==> config.mk <==
export PLATFORM = sky130hd
export DESIGN_NAME = instr_fetch_unit
export DESIGN_NICKNAME = d
export VERILOG_FILES = /design/src/rtl/cpu_pkg.sv /design/src/rtl/instr_reg.sv /design/src/rtl/instr_fetch_unit.sv
export SDC_FILE = /design/constraint.sdc
export NUM_CORES = 1
export LEC_CHECK = 0
export ABC_AREA = 1
export CORE_MARGIN = 3
export CORE_UTILIZATION = 45
export DETAILED_ROUTE_END_ITERATION = 12
export PLACE_DENSITY = 0.8
export REMOVE_ABC_BUFFERS = 1
export SYNTH_ARGS = -nofsm -noshare
export SYNTH_HDL_FRONTEND = slang
export SYNTH_SLANG_ARGS = --single-unit
==> constraint.sdc <==
create_clock -name clk -period 2 [get_ports clk]
set_clock_uncertainty 0.15 [all_clocks]
set_input_delay 0.6 -clock clk [delete_from_list [all_inputs] [get_ports clk]]
set_output_delay 0.6 -clock clk [all_outputs]
set_load 0.005 [all_outputs]
==> src/rtl/cpu_pkg.sv <==
// cpu_pkg: fetch FSM encoding, instruction field positions and default PC step.
package cpu_pkg;
   typedef enum logic [1:0] {IDLE, REQ, WAIT_ACK, HOLD} fetch_state_t;
   localparam logic [31:0] DEF_PC_STEP = 32'd4;
   localparam int OPCODE_MSB = 31;
   localparam int OPCODE_LSB = 26;
   localparam int FUNC_MSB = 4;
   localparam int FUNC_LSB = 0;
   localparam int IMM_MSB = 15;
   localparam int IMM_LSB = 0;
endpackage

==> src/rtl/instr_reg.sv <==
// instr_reg: 32-bit instruction register with load/clear and opcode/func/imm16 extraction.
module instr_reg
   import cpu_pkg::*;
(
   input  logic        clk,
   input  logic        rst_n,
   input  logic        load,
   input  logic        clear,
   input  logic [31:0] d,
   output logic [31:0] q,
   output logic [5:0]  opcode,
   output logic [4:0]  func,
   output logic [15:0] imm16
);
   always_ff @(posedge clk or negedge rst_n)
      if (!rst_n) q <= '0;
      else if (clear) q <= '0;
      else if (load) q <= d;
   assign opcode = q[OPCODE_MSB:OPCODE_LSB];
   assign func   = q[FUNC_MSB:FUNC_LSB];
   assign imm16  = q[IMM_MSB:IMM_LSB];
endmodule

==> src/rtl/instr_fetch_unit.sv <==
// instr_fetch_unit: single-outstanding instruction fetch FSM with redirect/kill and a
// valid/ready handoff to decode.
module instr_fetch_unit
   import cpu_pkg::*;
#(
   parameter logic [31:0] RESET_PC = 32'h0000_0000,
   parameter logic [31:0] PC_STEP  = DEF_PC_STEP
) (
   input  logic        clk,
   input  logic        rst_n,
   output logic        imem_req,
   output logic [31:0] imem_addr,
   input  logic        imem_ack,
   input  logic [31:0] imem_rdata,
   input  logic        redirect,
   input  logic [31:0] redirect_pc,
   input  logic        halt,
   output logic        instr_valid,
   input  logic        instr_ready,
   output logic [5:0]  opcode,
   output logic [4:0]  func,
   output logic [15:0] imm16,
   output logic [31:0] instr_pc
);
   fetch_state_t state, state_n;
   logic [31:0] pc, pc_n, unused_ir;
   logic kill, kill_n, load;
   always_ff @(posedge clk or negedge rst_n)
      if (!rst_n) begin
         state    <= IDLE;
         pc       <= RESET_PC;
         kill     <= 1'b0;
         instr_pc <= '0;
      end else begin
         state <= state_n;
         pc    <= pc_n;
         kill  <= kill_n;
         if (load) instr_pc <= pc;
      end
   always_comb begin
      state_n = state;
      pc_n    = pc;
      load    = imem_ack && !redirect && (state == REQ || (state == WAIT_ACK && !kill));
      // a redirect while waiting leaves one stale ack in flight that must be swallowed
      kill_n  = state == WAIT_ACK && !imem_ack && (kill || redirect);
      if (redirect) begin
         pc_n    = redirect_pc;
         state_n = (state == WAIT_ACK && !imem_ack) ? WAIT_ACK : halt ? IDLE : REQ;
      end else begin
         unique case (state)
            IDLE:     state_n = halt ? IDLE : REQ;
            REQ:      state_n = imem_ack ? HOLD : WAIT_ACK;
            WAIT_ACK: state_n = (imem_ack && !kill) ? HOLD : WAIT_ACK;
            HOLD: if (instr_ready) begin
               pc_n    = pc + PC_STEP;
               state_n = halt ? IDLE : REQ;
            end
            default:  state_n = IDLE;
         endcase
      end
   end
   assign imem_req    = state == REQ || state == WAIT_ACK;
   assign imem_addr   = pc;
   assign instr_valid = state == HOLD;
   instr_reg u_ir (
      .clk    (clk),
      .rst_n  (rst_n),
      .load   (load),
      .clear  (redirect),
      .d      (imem_rdata),
      .q      (unused_ir),
      .opcode (opcode),
      .func   (func),
      .imm16  (imm16)
   );
endmodule

==> qor.csv, run 1 <==
stage,metric,value,unit
outcome,outcome,"finished, violations left",
outcome,failing checks,setup timing,
global_routing,wire length of the first global-routing pass,22900,µm
sta,worst slew pin tran,429,ps
cells_and_area,final std cells w/o fill,945,
clock_network,"Reg clk slew, reported paths",90,ps
critical_path,type of the worst setup path,reg -> out,
power,PwrDens,983,nW/µm²
sta,Setup TNS,-58.5,ps
cells_and_area,Nets,881,
job,number of max-cap violations,0,
power,"Power, Total",7.09,mW
sta,Hold Slack,328,ps
floorplanning,die footprint,11400,µm²
cells_and_area,final design area excluding fillers,7210,µm²
detailed_routing,drt first pass iters,7,
placement,placed insts,871,
floorplanning,Initial Util,46.6,%
clock_network,Clock Sinks,89,
cells_and_area,fillers,736,
power,Leak,4.10,nW
critical_path,Worst setup SP type,flop,
power,Worst VDD drop,818,µV
critical_path,Worst path slowest cell,dfrtp_1,
floorplanning,io pins,163,
critical_path,CP Data Required Time,1250,ps
global_routing,grt total ovfl,0,
min_path,HP Class,reg -> reg,
synthesis,Yosys reg bits,89,
detailed_routing,Iter 0 DRT Violations,334,
synthesis,synthesized-area fraction occupied by adder cells,1.09,%
global_routing,GRT Total Usage,24.9,%
critical_path,"Cell Chain, Critical Path",buf_6 > ha_4 > inv_2 > buf_2,
critical_path,FF-to-FF path depth,9,
synthesis,Netlist cell types,30,
cells_and_area,share of layout cells above drive strength 1,17.7,%
critical_path,kind of cell adding the most delay to the critical path,flip-flops,
sta,final setup margin,-58.5,ps
clock_network,clock latency on the worst-skew pair,370,ps
floorplanning,Die W,107,µm
placement,placed cell areas,6410,µm²
synthesis,compound-cell area share of the yosys netlist,7.38,%
global_routing,initial antenna violation count,0,
detailed_routing,per-cell routed wire length,15.3,µm
global_routing,vias in the first global route,4695,
detailed_routing,DRT antenna net count,0,
synthesis,post-synth top area share,48.7,%
cells_and_area,post-layout util,73.4,%
sta,final worst path period need,2060,ps
critical_path,worst setup path start,state[1]$_DFFE_PN0P_,
sta,RSZ-0062 raised after global routing,yes,
critical_path,Setup crit end kind,output port,
critical_path,arrival time at the worst endpoint,1310,ps
placement,Port-buffer cells,152,
cells_and_area,n_diodes,0,
sta,Final Hold Violating Endpoints,0,
synthesis,Synth area leader,dfrtp_1,
floorplanning,Die Height,107,µm
synthesis,largest family of logic cells by synthesized area,simple AND/OR/NAND/NOR gates,
synthesis,Mapped Area,4580,µm²
sta,fmax,0.486,GHz
min_path,hold_sp,instr_pc[9]$_DFFE_PN0P_,
detailed_routing,DRT Wirelength,14400,µm
sta,Slew Limit Fails,0,
synthesis,Synth Instances,586,
synthesis,Ys Warns,0,
placement,setup slack at placement,-193,ps
placement,final RePlAce weighted congestion,0.899,
global_routing,largest net degree at the start of global routing,49,
sta,Final setup viols,1,
clock_network,CTS Buf Count,9,
detailed_routing,post-DR vias/cell,5.10,
critical_path,CP Buf/Inv Count,3,
sta,post-route clock period utilization,103,%
min_path,WHS Path Cells,2,
synthesis,sequential area share after synthesis,48.7,%
critical_path,worst-path fanout max,2,
floorplanning,core area,9820,µm²
sta,Worst slew margin,71.4,%
clock_network,Max clock buf depth,2,
clock_network,H-tree Lvls,3,
synthesis,portion of netlist area occupied by mux cells,0,%
synthesis,Post-Synth Simple-Gate Area,33.4,%
critical_path,Worst R2R Start,state[1]$_DFFE_PN0P_,
detailed_routing,number of remaining DRC errors,0,
cells_and_area,Area Growth Syn to Fin,57.5,%
floorplanning,cell row count,36,
clock_network,cell chosen for the clock root,clkbuf_8,
detailed_routing,vias,4823,
critical_path,worst stage delay on the critical path,420,ps
synthesis,Mean Syn Cell Area,7.81,µm²
critical_path,Critical Path Stages,4,
placement,hpwl dp,10000,µm
clock_network,CTS tree,built,
synthesis,synth top area cells,"dfrtp_1 49%, nand2_1 15%, nand3_1 10%",
synthesis,XOR/XNOR Fraction of Synth Area,1.72,%
registers in the layout (all words and copies together), names as in the netlist:
signal and cells:
u_ir.q 22, imem_addr 32, state 2, instr_pc 32, kill 1
worst paths after layout:
kind | endpoint | slack, ps
worst min register to register | instr_pc[9]$_DFFE_PN0P_ | 330
worst max-delay path | imem_req | -60
worst max register to register | imem_addr[26]$_DFFE_PN0P_ | 100
worst min-delay path | instr_pc[9]$_DFFE_PN0P_ | 330
min in group asynchronous | imem_addr[25]$_DFFE_PN0P_ | 470
max in group asynchronous | imem_addr[24]$_DFFE_PN0P_ | 730
worst min-delay path: cells and delay by family (launching register included):
family	cells	cell delay, ps
and+or+nand+nor	2	100
DFF	1	350
logic make-up after synthesis:
| kind of cell | count (synthesis) |
|---|---|
| XOR/XNOR | 9 |
| AND/OR/NAND/NOR | 341 |
| AO/OA/AOI/OAI | 61 |
| adder cells (fa/ha/maj) | 4 |
| buffers and inverters | 82 |
| flip-flops | 89 |
placed cells by master (no fill, tap or decap), types with 5 or more instances in the layout:
master           count
clkdlybuf4s50_1     67
buf_12               6
nand2_1            181
inv_1               46
dlymetal6s2s_1      42
nor2_2               5
nand3_1             94
dfrtp_2              7
a21oi_1              5
o21ai_0             41
dlygate4sd2_1       40
clkbuf_8            10
buf_4               78
nand2_2              8
dfrtp_1             82
nor2_1              31
nand4_1              5
nor2_4               8
xor2_1               8
cell type report:
class                   instances  area (µm²)  share of cell area (%)
repair buffers                240        2320                    32.1
clock inverters                 6         114                    1.58
well taps                     133         166                    2.31
clock buffers                  10         138                    1.91
repair inverters                1        7.51                   0.104
flip-flops and latches         89        2240                    31.0
inverters                      51         198                    2.74
multi-input cells             415        2030                    28.2
synth_stat cells, drive strengths merged:
| library cell | n |
|---|---|
| nor3 | 3 |
| nor2 | 45 |
| a22oi | 1 |
| nand4 | 5 |
| and3 | 1 |
| clkbuf | 8 |
| a31oi | 1 |
| and2 | 3 |
| inv | 51 |
| nand3 | 94 |
| o221ai | 3 |
| o21ai | 44 |
| a21oi | 5 |
| o21a | 1 |
| xor2 | 8 |
| o211ai | 4 |
| dfrtp | 89 |
| nand2 | 190 |
| xnor2 | 1 |
| ha | 4 |
| buf | 23 |
| o21bai | 2 |
power breakdown:
| group | switching [mW] | internal [mW] | total [mW] |
|---|---|---|---|
| Sequential | 0.288 | 2.31 | 2.60 |
| Clock | 0.673 | 0.868 | 1.54 |
| Combinational | 1.33 | 1.61 | 2.95 |
per-layer routing:
| layer | vias up | wire (µm) | track usage [%] | share of wire [%] |
|---|---|---|---|---|
| li1 | 2321 | - | - | - |
| met1 | 2287 | 6040 | 33.2 | 42 |
| met2 | 196 | 7210 | 41.5 | 50 |
| met3 | 19 | 953 | 3.61 | 6.6 |
| met4 | 0 | 238 | 8.68 | 1.6 |
| met5 | - | 0 | 0 | 0 |
repair_timing:
item | in CTS | in global routing
setup buffers | 34 | 22
pin swaps | 1 | 1
endpoints found under the setup margin | 57 | 60
endpoints found under the hold margin | 10 | 0
cloned | 0 | 1
hold buffers | 1 | 0
gates resized for setup | 65 | 46
No activity file was read; power rests on OpenSTA's default activity.
==> inputs of run 2 (changes only) <==
Settings changed: SKIP_CTS_REPAIR_TIMING from default to 1.
==> run 2 against run 1 <==
The flow still finishes with violations (setup timing). Combinational power is essentially flat. Clock-buffer cell count is the same. Critical path type unchanged. Sequential cell count is the same. Register-to-register slack is essentially flat. Clock power is essentially flat. Cell count grew 0.11%. Largest cell class unchanged. Sequential share of layout area shrank 0.60 points.
==> qor.csv, run 2 (synthesized netlist as in run 1, its figures left out) <==
stage,metric,value,unit,change
global_routing,vias in the first global route,4480,,-4.6%
critical_path,Setup crit end kind,output port,,
detailed_routing,post-DR vias/cell,5.11,,+0.20%
power,Worst VDD drop,687,µV,-16%
outcome,outcome,"finished, violations left",,
cells_and_area,Nets,882,,+0.11%
detailed_routing,vias,4838,,+0.31%
clock_network,CTS tree,built,,
floorplanning,cell row count,36,,unchanged
detailed_routing,Iter 0 DRT Violations,349,,+4.5%
global_routing,initial antenna violation count,0,,unchanged
placement,placed cell areas,6410,µm²,unchanged
detailed_routing,DRT Wirelength,14600,µm,+0.95%
critical_path,type of the worst setup path,reg -> out,,
sta,Final Hold Violating Endpoints,0,,unchanged
clock_network,Max clock buf depth,2,,unchanged
sta,Worst slew margin,72.1,%,+0.67 points
detailed_routing,DRT antenna net count,0,,unchanged
min_path,hold_sp,instr_pc[9]$_DFFE_PN0P_,,
floorplanning,die footprint,11400,µm²,unchanged
clock_network,clock latency on the worst-skew pair,370,ps,about the same
global_routing,grt total ovfl,0,,unchanged
floorplanning,io pins,163,,unchanged
clock_network,cell chosen for the clock root,clkbuf_8,,
sta,Final setup viols,3,,+2
global_routing,wire length of the first global-routing pass,21700,µm,-4.9%
cells_and_area,post-layout util,75.1,%,+1.7 points
cells_and_area,Area Growth Syn to Fin,61.1,%,
cells_and_area,n_diodes,0,,unchanged
critical_path,Worst R2R Start,state[1]$_DFFE_PN0P_,,
cells_and_area,most frequent cells in the layout,"181 x nand2_1, 94 x nand3_1, 85 x dlymetal6s2s_1",,
cells_and_area,final design area excluding fillers,7370,µm²,+2.3%
placement,setup slack at placement,-193,ps,unchanged
min_path,HP Class,reg -> reg,,
power,Leak,4.54,nW,+11%
floorplanning,Die W,107,µm,unchanged
clock_network,CTS Buf Count,9,,unchanged
sta,worst slew pin tran,419,ps,-9.98 ps
critical_path,CP Data Required Time,1250,ps,about the same
clock_network,H-tree Lvls,3,,unchanged
floorplanning,core area,9820,µm²,unchanged
min_path,WHS Endpoint,instr_pc[9]$_DFFE_PN0P_,,
placement,hpwl dp,10000,µm,unchanged
global_routing,largest net degree at the start of global routing,49,,unchanged
global_routing,GRT Total Usage,23.6,%,-1.3 points
critical_path,Worst R2R End,imem_addr[29]$_DFFE_PN0P_,,
critical_path,worst-path fanout max,2,,unchanged
clock_network,Clock Sinks,89,,unchanged
job,number of max-cap violations,0,,unchanged
detailed_routing,number of remaining DRC errors,0,,unchanged
floorplanning,Initial Util,46.6,%,unchanged
sta,fmax,0.497,GHz,+2.4%
detailed_routing,drt first pass iters,5,,-2
outcome,failing checks,setup timing,,
critical_path,Worst setup SP type,flop,,
critical_path,arrival time at the worst endpoint,1260,ps,-50 ps
sta,final worst path period need,2010,ps,-48.3 ps
cells_and_area,"most common cell after layout, fill and taps aside",nand2_1,,
min_path,WHS Path Cells,2,,unchanged
critical_path,Worst path slowest cell,dfrtp_1,,
critical_path,"Cell Chain, Critical Path",inv_2 > ha_4 > inv_1 > dlymetal6s2s_1,,
sta,RSZ-0062 raised after global routing,yes,,
power,PwrDens,968,nW/µm²,-1.6%
sta,final setup margin,-10.2,ps,+48.3 ps
cells_and_area,share of layout cells above drive strength 1,18.1,%,+0.35 points
floorplanning,Die Height,107,µm,unchanged
sta,Setup TNS,-21.0,ps,+37.5 ps
critical_path,Critical Path Stages,4,,unchanged
critical_path,Worst R2R Setup Slack,90,ps,about the same
critical_path,FF-to-FF path depth,8,,-1
critical_path,worst stage delay on the critical path,390,ps,-30 ps
sta,Slew Limit Fails,0,,unchanged
clock_network,"Reg clk slew, reported paths",90,ps,about the same
critical_path,kind of cell adding the most delay to the critical path,flip-flops,,
placement,final RePlAce weighted congestion,0.899,,unchanged
sta,Hold Slack,326,ps,-1.44 ps
critical_path,CP Buf/Inv Count,3,,unchanged
placement,Port-buffer cells,152,,unchanged
sta,post-route clock period utilization,101,%,-2.4 points
detailed_routing,per-cell routed wire length,15.4,µm,+0.84%
## run 2: changes by cell type in the layout (fill, tap and decap cells not counted), moves of 2 or more
cell | before | now
buf_6 | 4 | 2
dlygate4sd2_1 | 40 | 0
buf_4 | 78 | 81
buf_2 | 2 | 0
dfrtp_1 | 82 | 77
dlymetal6s2s_1 | 42 | 85
dfrtp_2 | 7 | 12
## run 2: worst max-delay path by stage
stage	from	end	slack [ps]
floorplan	state[0]$_DFFE_PN0P_	instr_pc[0]$_DFFE_PN0P_	-1010
global placement	redirect	imem_addr[9]$_DFFE_PN0P_	-180
detailed placement	redirect	imem_addr[9]$_DFFE_PN0P_	-190
CTS	state[0]$_DFFE_PN0P_	imem_req	-430
global route	state[0]$_DFFE_PN0P_	imem_req	-80
finish	state[0]$_DFFE_PN0P_	imem_req	-10
## run 2: final cells by class
cell class              instances  area (µm²)
multi-input cells             415        2030
clock buffers                  10         138
well taps                     133         166
repair inverters                1        5.00
clock inverters                 6         114
inverters                      51         195
flip-flops and latches         89        2240
fillers                       708        2450
repair buffers                241        2480
## run 2: routing by layer
layer	track usage, %	part of all wire (%)	vias up
met1	31.9	41	2320
met2	38.6	51	170
met4	6.94	1.5	0
li1	-	-	2325
met5	0	0	-
met3	4.76	6.1	23
## run 2: power breakdown
part	switching [mW]	total [mW]	internal, mW
clock network	0.674	1.54	0.868
registers	0.309	2.62	2.31
logic	1.30	2.97	1.67
## run 2: worst reg2reg max path, cell delays in order, from the launching register on
cell and delay, ps:
dfrtp_1 410, buf_6 130, ha_4 120, buf_4 130, nand2_1 80, nand2_2 210, clkinvlp_2 350, nand2_1 150
nand2_1 70
## run 2: metrics by stage
step | power [mW] | cells
final | 7.14 | 946
after global routing | 7.57 | 946
after CTS | 6.86 | 887
after detailed placement | 5.32 | 871
after global placement | 5.22 | 871
after floorplan | 3.56 | 555
